<file path="config.mk">
export PLATFORM = sky130hd
export DESIGN_NAME = core_run_ctrl
export DESIGN_NICKNAME = d
export VERILOG_FILES = /design/src/rtl/core_run_ctrl_pkg.sv /design/src/rtl/core_run_ctrl_sat_counter.sv /design/src/rtl/core_run_ctrl.sv
export SDC_FILE = /design/constraint.sdc
export NUM_CORES = 1
export LEC_CHECK = 0
export CAP_MARGIN = 5
export CORE_MARGIN = 2
export CORE_UTILIZATION = 40
export CTS_CLUSTER_SIZE = 16
export DETAILED_ROUTE_END_ITERATION = 10
export PLACE_DENSITY_LB_ADDON = 0.1
export SLEW_MARGIN = 20
export SYNTH_ARGS = -nofsm -noshare
export SYNTH_HDL_FRONTEND = slang
export SYNTH_HIERARCHICAL = 1
export SYNTH_SLANG_ARGS = --single-unit
export TNS_END_PERCENT = 1
</file>
<file path="constraint.sdc">
create_clock -name clk -period 4.13 [get_ports clk]
set_clock_uncertainty 0.1 [all_clocks]
set_input_delay 0.413 -clock clk [delete_from_list [all_inputs] [get_ports clk]]
set_output_delay 0.413 -clock clk [all_outputs]
set_load 0.02 [all_outputs]
</file>
<file path="src/rtl/core_run_ctrl_pkg.sv">
// Shared definitions for the core run controller: state encodings and the default halt encoding.
// Optional breakpoint support (RUN_CTRL_BKPT_EN) uses RC_BREAK from here.
package core_run_ctrl_pkg;

    localparam int STATE_W = 3;

    localparam logic [STATE_W-1:0] RC_IDLE       = 3'd0;
    localparam logic [STATE_W-1:0] RC_RESET_HOLD = 3'd1;
    localparam logic [STATE_W-1:0] RC_RUN        = 3'd2;
    localparam logic [STATE_W-1:0] RC_DONE       = 3'd3;
    localparam logic [STATE_W-1:0] RC_TIMEOUT    = 3'd4;
    localparam logic [STATE_W-1:0] RC_BREAK      = 3'd5;

    // ECALL is the SYSTEM opcode with every other field zero.
    localparam logic [6:0]  OP_SYSTEM   = 7'h73;
    localparam logic [31:0] ECALL_INSTR = {25'h0, OP_SYSTEM};

endpackage

</file>
<file path="src/rtl/core_run_ctrl_sat_counter.sv">
// Saturating up-counter with synchronous clear; used for the run-cycle and retire counts.
// Part of core_run_ctrl (optional feature macro RUN_CTRL_BKPT_EN does not affect this file).
module sat_counter #(
    parameter int W = 16
) (
    input  logic         clk,
    input  logic         reset,
    input  logic         clr,
    input  logic         inc,
    output logic [W-1:0] q
);

    logic [W-1:0] cnt_q;
    logic [W-1:0] cnt_d;

    always_comb begin
        cnt_d = cnt_q;
        if (clr) begin
            cnt_d = '0;
        end else if (inc && (cnt_q != '1)) begin
            cnt_d = cnt_q + 1'b1;
        end
    end

    always_ff @(posedge clk) begin
        if (reset) begin
            cnt_q <= '0;
        end else begin
            cnt_q <= cnt_d;
        end
    end

    assign q = cnt_q;

endmodule

</file>
<file path="src/rtl/core_run_ctrl.sv">
// Run controller: holds the datapath in reset, runs it until ECALL or a cycle budget, reports counts.
// Define RUN_CTRL_BKPT_EN to add breakpoint ports (bp_valid, bp_pc, resume) and the BREAK state.
module core_run_ctrl
    import core_run_ctrl_pkg::*;
#(
    parameter int          XLEN       = 32,
    parameter int          CNT_W      = 16,
    parameter int          RST_CYCLES = 1,
    parameter int          MAX_CYCLES = 10,
    parameter logic [31:0] HALT_INSTR = ECALL_INSTR
) (
    input  logic             clk,
    input  logic             reset,
    input  logic             start,
    input  logic             abort,
    input  logic [XLEN-1:0]  pc_i,
    input  logic [31:0]      instr_i,
    input  logic             retire_i,
`ifdef RUN_CTRL_BKPT_EN
    input  logic             bp_valid,
    input  logic [XLEN-1:0]  bp_pc,
    input  logic             resume,
`endif
    output logic             core_reset,
    output logic             running,
    output logic             done,
    output logic             timeout,
    output logic [CNT_W-1:0] cycle_cnt,
    output logic [CNT_W-1:0] retire_cnt,
    output logic [XLEN-1:0]  last_pc
);

    localparam int                HOLD_W      = (RST_CYCLES > 1) ? $clog2(RST_CYCLES) : 1;
    localparam logic [HOLD_W-1:0] HOLD_LAST   = HOLD_W'(RST_CYCLES - 1);
    localparam logic [CNT_W-1:0]  BUDGET_LAST = CNT_W'(MAX_CYCLES - 1);

    logic [STATE_W-1:0] state_q, state_d;
    logic [HOLD_W-1:0]  hold_q, hold_d;
    logic [XLEN-1:0]    last_pc_q, last_pc_d;
    logic               done_q, done_d;
    logic               timeout_q, timeout_d;
    logic               running_q, running_d;
    logic               core_reset_q, core_reset_d;
    logic               cyc_clr, cyc_inc, ret_clr, ret_inc;
    logic               halt_hit, budget_hit;

    assign halt_hit   = retire_i && (instr_i == HALT_INSTR);
    assign budget_hit = (cycle_cnt == BUDGET_LAST);

`ifdef RUN_CTRL_BKPT_EN
    // skip_q suppresses an immediate re-fire on the breakpoint pc right after resume.
    logic skip_q, skip_d;
    logic bp_hit;
    assign bp_hit = retire_i && bp_valid && (pc_i == bp_pc) && !skip_q;
`endif

    always_comb begin
        state_d   = state_q;
        hold_d    = hold_q;
        last_pc_d = last_pc_q;
        done_d    = done_q;
        timeout_d = timeout_q;
        cyc_clr   = 1'b0;
        cyc_inc   = 1'b0;
        ret_clr   = 1'b0;
        ret_inc   = 1'b0;
`ifdef RUN_CTRL_BKPT_EN
        skip_d    = skip_q;
`endif
        case (state_q)
            RC_IDLE, RC_DONE, RC_TIMEOUT: begin
                if (start && !abort) begin
                    state_d   = RC_RESET_HOLD;
                    hold_d    = '0;
                    cyc_clr   = 1'b1;
                    ret_clr   = 1'b1;
                    last_pc_d = '0;
                    done_d    = 1'b0;
                    timeout_d = 1'b0;
`ifdef RUN_CTRL_BKPT_EN
                    skip_d    = 1'b0;
`endif
                end
            end
            RC_RESET_HOLD: begin
                if (abort) begin
                    state_d = RC_IDLE;
                end else if (hold_q == HOLD_LAST) begin
                    state_d = RC_RUN;
                end else begin
                    hold_d = hold_q + 1'b1;
                end
            end
            RC_RUN: begin
                // Abort freezes everything, including this cycle's counts.
                if (abort) begin
                    state_d = RC_IDLE;
                end else begin
                    cyc_inc = 1'b1;
                    if (retire_i) begin
                        ret_inc   = 1'b1;
                        last_pc_d = pc_i;
                    end
                    if (halt_hit) begin
                        state_d = RC_DONE;
                        done_d  = 1'b1;
                    end else if (budget_hit) begin
                        state_d   = RC_TIMEOUT;
                        timeout_d = 1'b1;
`ifdef RUN_CTRL_BKPT_EN
                    end else if (bp_hit) begin
                        state_d = RC_BREAK;
                        skip_d  = 1'b1;
                    end else if (retire_i && (pc_i != bp_pc)) begin
                        skip_d = 1'b0;
`endif
                    end
                end
            end
`ifdef RUN_CTRL_BKPT_EN
            RC_BREAK: begin
                if (abort) begin
                    state_d = RC_IDLE;
                end else if (resume) begin
                    state_d = RC_RUN;
                end
            end
`endif
            default: begin
                state_d = RC_IDLE;
            end
        endcase
    end

    always_comb begin
        running_d    = (state_d == RC_RUN);
        core_reset_d = !running_d;
    end

    always_ff @(posedge clk) begin
        if (reset) begin
            state_q      <= RC_IDLE;
            hold_q       <= '0;
            last_pc_q    <= '0;
            done_q       <= 1'b0;
            timeout_q    <= 1'b0;
            running_q    <= 1'b0;
            core_reset_q <= 1'b1;
`ifdef RUN_CTRL_BKPT_EN
            skip_q       <= 1'b0;
`endif
        end else begin
            state_q      <= state_d;
            hold_q       <= hold_d;
            last_pc_q    <= last_pc_d;
            done_q       <= done_d;
            timeout_q    <= timeout_d;
            running_q    <= running_d;
            core_reset_q <= core_reset_d;
`ifdef RUN_CTRL_BKPT_EN
            skip_q       <= skip_d;
`endif
        end
    end

    sat_counter #(.W(CNT_W)) u_cycle_cnt (
        .clk   (clk),
        .reset (reset),
        .clr   (cyc_clr),
        .inc   (cyc_inc),
        .q     (cycle_cnt)
    );

    sat_counter #(.W(CNT_W)) u_retire_cnt (
        .clk   (clk),
        .reset (reset),
        .clr   (ret_clr),
        .inc   (ret_inc),
        .q     (retire_cnt)
    );

    assign core_reset = core_reset_q;
    assign running    = running_q;
    assign done       = done_q;
    assign timeout    = timeout_q;
    assign last_pc    = last_pc_q;

endmodule

</file>
[After elaboration in Yosys (flattened, before gate mapping)]
Index checks and enable logic that the tools add are counted.
Widths: inputs -> output; s select.
Word-level totals
  flip-flop bits (word level): 72
  input bits: 69
  logic and storage cells: 72
  output and inout bits: 68
Cells by class
  reduce and logical (&&, ||, !) cells: 15
  add/sub/neg operators: 3
  equality and inequality tests: 16
  multiplexer cells: 29
Operators by type and width (count)
  $mux 32: 3
  $pmux 32 s2: 1
  $add 16x1->16 const B: 2
  $eq 32x7->1 const B: 1
  $ne 16x16->1 const B: 2
  $mux 3: 6
  $eq 16x4->1 const B: 1
  $mux 1: 15
  $ne 2x2->1 const B: 7
  $eq 3x2->1 const B: 3
  $pmux 3 s3: 1
  $reduce_and 4->1: 2
  $pmux 1 s2: 3
  $reduce_and 5->1: 1
  $logic_and 1x1->1: 4
  $reduce_bool 2->1: 2
  $eq 3x1->1 const B: 1
  $eq 3x3->1 const B: 1
  $logic_not 3->1: 1
  $reduce_and 3->1: 1
  $reduce_or 3->1: 1
  $logic_not 1->1: 2
  $reduce_or 2->1: 1
  $add 1x1->1 const B: 1

[Depth between registers and ports, before layout]
  depth in word-level cells: 7
  gate-level depth with buffers: 7
  depth with buffers taken out: 6

[By module]
The synthesis kept the hierarchy.
Modules (own cells, without submodules)
  sat_counter: area an instance 917.1 um^2, times used 2, cells an instance 102, sequential area each 320.3 um^2
  core_run_ctrl: area an instance 1519.0 um^2, times used 1, cells an instance 132, sequential area each 780.7 um^2

[Worst setup path before layout]
Ideal clock, no wire load.
  path type: in2reg
  from: input abort
  to: register u_retire_cnt.cnt_q[12], in the netlist u_retire_cnt/q[12]
  data arrival time: 1.820 ns
  stages on the path: 7
  path buffers: 1
  library setup time: 0.091 ns
  path slack: 2.119 ns
  required time: 3.939 ns
  cells stage by stage: nor4b_4 -> and2_4 -> and4_4 -> and3_1 -> buf_4 -> a31oi_1 -> a311oi_1
On the way
  elaborated cells on any way between the ends: 8
  those cells by class: mux (4); reduce/logical (4)
RTL lines
  from (decl): line core_run_ctrl.sv:15  | input logic abort,
  $mux 1: line core_run_ctrl.sv:96  | if (abort) begin
  $mux 1: line core_run_ctrl.sv:70  | case (state_q)
  net ret_inc: line core_run_ctrl.sv:44  | logic cyc_clr, cyc_inc, ret_clr, ret_inc;
  $logic_and 1x1->1: line core_run_ctrl_sat_counter.sv:20  | end else if (inc && (cnt_q != '1)) begin
  to (signal assigned): line core_run_ctrl_sat_counter.sv:29  | cnt_q <= cnt_d;
  to (decl): line core_run_ctrl_sat_counter.sv:13  | logic [W-1:0] cnt_q;
The timed path passes the listed nets, and every way through them passes these cells.
A chain may end at the register's enable or synchronous reset.

[Worst setup path in the final report]
Ends and elaborated chain as after synthesis.

==> run_results.csv <==
group,metric,value,unit
synthesis,yosys_warnings,6,
die,fp.dieArea,9130,um2
timing,post-route-min-period,2.45,ns
status,status,"completed",
setup_path,cp-start-kind,"input pin",
synthesis,asyncSetResetFlopFracSynth,0,
detailed_routing,wl_per_cell,15.0,um
global_routing,overflow,0,
clock_network,clock_tree.root_cell,"clkbuf_8",
clock_network,post_cts_buffers,0,
clock_network,clk_pin_slew,0.08,ns
timing,setup_violations,0,
detailed_routing,drt_iter0_markers,118,
power,p_leak,1.74,nW
flow_run,maxCapViolations,0,
detailed_routing,dr.pass1.iters,4,
timing,timing.setup.tns,0,ns
synthesis,netlist_instances,336,
synthesis,synth_fp_nets,407,
global_routing,first_global_vias,2824,
timing,maxSlewHeadroom,0.498,
cells_and_area,drive_above_1_share,0.102,
synthesis,syn_area,3350,um2
timing,hold_viol,0,
global_routing,grtUsageTotal,0.189,
clock_network,clock-sinks,71,
clock_network,clock_latency,0.34,ns
cells_and_area,fillers,712,
power,ir_drop,0.176,mV
die,start_util,0.410,
die,ioPinCount,137,
placed_design,dp_hpwl,6400,um
global_routing,grt_pass1_wl,13400,um
worst_hold_path,hp-class,"register to register",
cells_and_area,nets,538,
clock_network,cts_resized,0,
placed_design,place_ws,1.36,ns
detailed_routing,routed_wl,8650,um
clock_network,clockBufferDepth,2,
timing,drv_slew,0,
placed_design,port_buffers,136,
die,rows,33,
cells_and_area,diodes,0,
clock_network,h-tree-depth,3,
detailed_routing,antenna_left,0,
timing,holdWs,0.374,ns
synthesis,synth_edf_count,0,
synthesis,synth_area_per_cell,9.98,um2
cells_and_area,multi_input_area,1760,um2
clock_network,cts_buffers,9,
timing,finalCritPeriodShare,0.594,
synthesis,synth-seq-cells,71,
detailed_routing,route.detailed.drc,0,
timing,clock.fmax,0.408,GHz
timing,rsz0062_at_grt,"no",
detailed_routing,vias,3117,
detailed_routing,viasPerCell,5.40,
setup_path,path_max_fanout,9,
timing,worst_slack,1.68,ns
die,die_w,95.6,um
placed_design,gp_congestion,0.845,
setup_path,path_class,"input pin to register",
power,powerDensity,304,nW/um2
die,die_y,95.6,um
global_routing,antenna_found_initial,0,
synthesis,synth_ff_type,"dfxtp_1",
die,core-area,8180,um2
setup_path,critPathRequiredTime,4.29,ns
setup_path,cp.arrival,2.61,ns
timing,worstMarginPinSlew,0.751,ns
clock_network,hold_buffers,0,
cells_and_area,seqCellArea,1420,um2
synthesis,yosysUniqueCellTypes,58,
clock_network,cts_tree,"done",
global_routing,grt_max_degree,31,
cells_and_area,areaGrowthSynthToFinish,47.1,%
synthesis,synth_seq_area_share,0.424,
setup_path,end_kind,"register",
[worst paths after layout]
| kind | cells after the start | start | to | slack, ns |
|---|---|---|---|---|
| setup / recovery | 7 | abort | u_retire_cnt/q[12] | 1.68 |
| hold / removal | 2 | done | done | 0.37 |
| setup reg to reg | 6 | state_q[1] | u_retire_cnt/q[12] | 1.89 |
| hold reg to reg | 2 | done | done | 0.37 |
[critical path, stage by stage]
cell and delay, ns:
clkdlybuf4s50_1 0.52, nor4b_4 0.53, and2_4 0.27, and4_4 0.26, and3_1 0.29, a31oi_1 0.11
a311oi_1 0.23
[routing by layer]
metal	routed length [um]	vias up	share of wire	global-route usage
met4	59	0	0.0068	0.0631
met3	631	6	0.073	0.0569
met1	3920	1442	0.45	0.253
met5	0	-	0	0
li1	-	1565	-	-
met2	4040	104	0.47	0.289
[cells in the mapped netlist (all sizes together) (4+ instances only)]
cell type | count | area [um2]
nand3 | 12 | 60.1
mux2i | 14 | 140
nor4 | 7 | 43.8
and3 | 12 | 97.6
or3 | 15 | 101
buf | 14 | 146
a2111o | 4 | 45.0
dfxtp | 71 | 1420
a21oi | 16 | 83.8
nand2 | 28 | 105
nor3 | 8 | 62.6
nand4 | 9 | 86.3
a22o | 30 | 263
or2 | 4 | 27.5
and2 | 9 | 63.8
nor2 | 13 | 56.3
a31oi | 9 | 56.3
a211oi | 8 | 70.1
o21ai | 15 | 75.1
[layout by cell type, fill, tap and decap left out, types with 7 or more instances in the layout]
master	netlist	routed
nor2_1	12	12
nand2_1	28	28
nor4_1	7	7
a21oi_1	15	15
or3_1	9	9
mux2i_1	14	14
dfxtp_1	71	71
a22o_1	30	30
nand3_1	12	12
a31oi_1	9	9
nand4_1	7	7
clkbuf_8	0	9
clkdlybuf4s50_1	0	136
o21ai_0	9	9
[power breakdown]
part	switching [mW]	leakage [nW]	internal, mW
sequential	0.00285	0.572	0.687
clock	0.282	0.125	0.410
combinational	0.0436	1.04	0.0746
total	0.329	1.74	1.17
[cells by family (layout without fill, tap and decap cells)]
logic type / after synthesis / after routing / share of synthesized area
adders and majority gates: 2 / 2 / 0.00746
and+or+nand+nor: 135 / 135 / 0.262
buffers and inverters: 19 / 155 / 0.0522
muxes: 14 / 14 / 0.0418
AOI/OAI and AO/OA: 95 / 95 / 0.212
DFF: 71 / 71 / 0.424
[per-stage QoR]
step,power [mW],util,instance area (um2),instances
5_1_grt,1.56,0.603,4930,577
2_1_floorplan,0.750,-,3350,336
6_report,1.50,0.603,4930,577
4_1_cts,1.52,0.603,4930,577
3_5_place_dp,0.825,0.573,4680,561
3_3_place_gp,0.823,0.573,4680,561
[area by class of cell]
| class | instances | share of cell area |
|---|---|---|
| multi-input cells | 246 | 0.356 |
| flip-flops and latches | 71 | 0.288 |
| repair buffers | 136 | 0.276 |
| well taps | 105 | 0.0266 |
| clock inverters | 7 | 0.0254 |
| clock buffers | 9 | 0.0251 |
| inverters | 3 | 0.00228 |
[sequential cells by signal, summed over array words and instances, names as in the netlist]
| name | count |
|---|---|
| running | 1 |
| last_pc | 32 |
| u_retire_cnt/q | 16 |
| u_cycle_cnt/q | 16 |
| done | 1 |
| state_q | 3 |
| timeout | 1 |
| core_reset | 1 |
No activity file was read; power rests on OpenSTA's default activity.
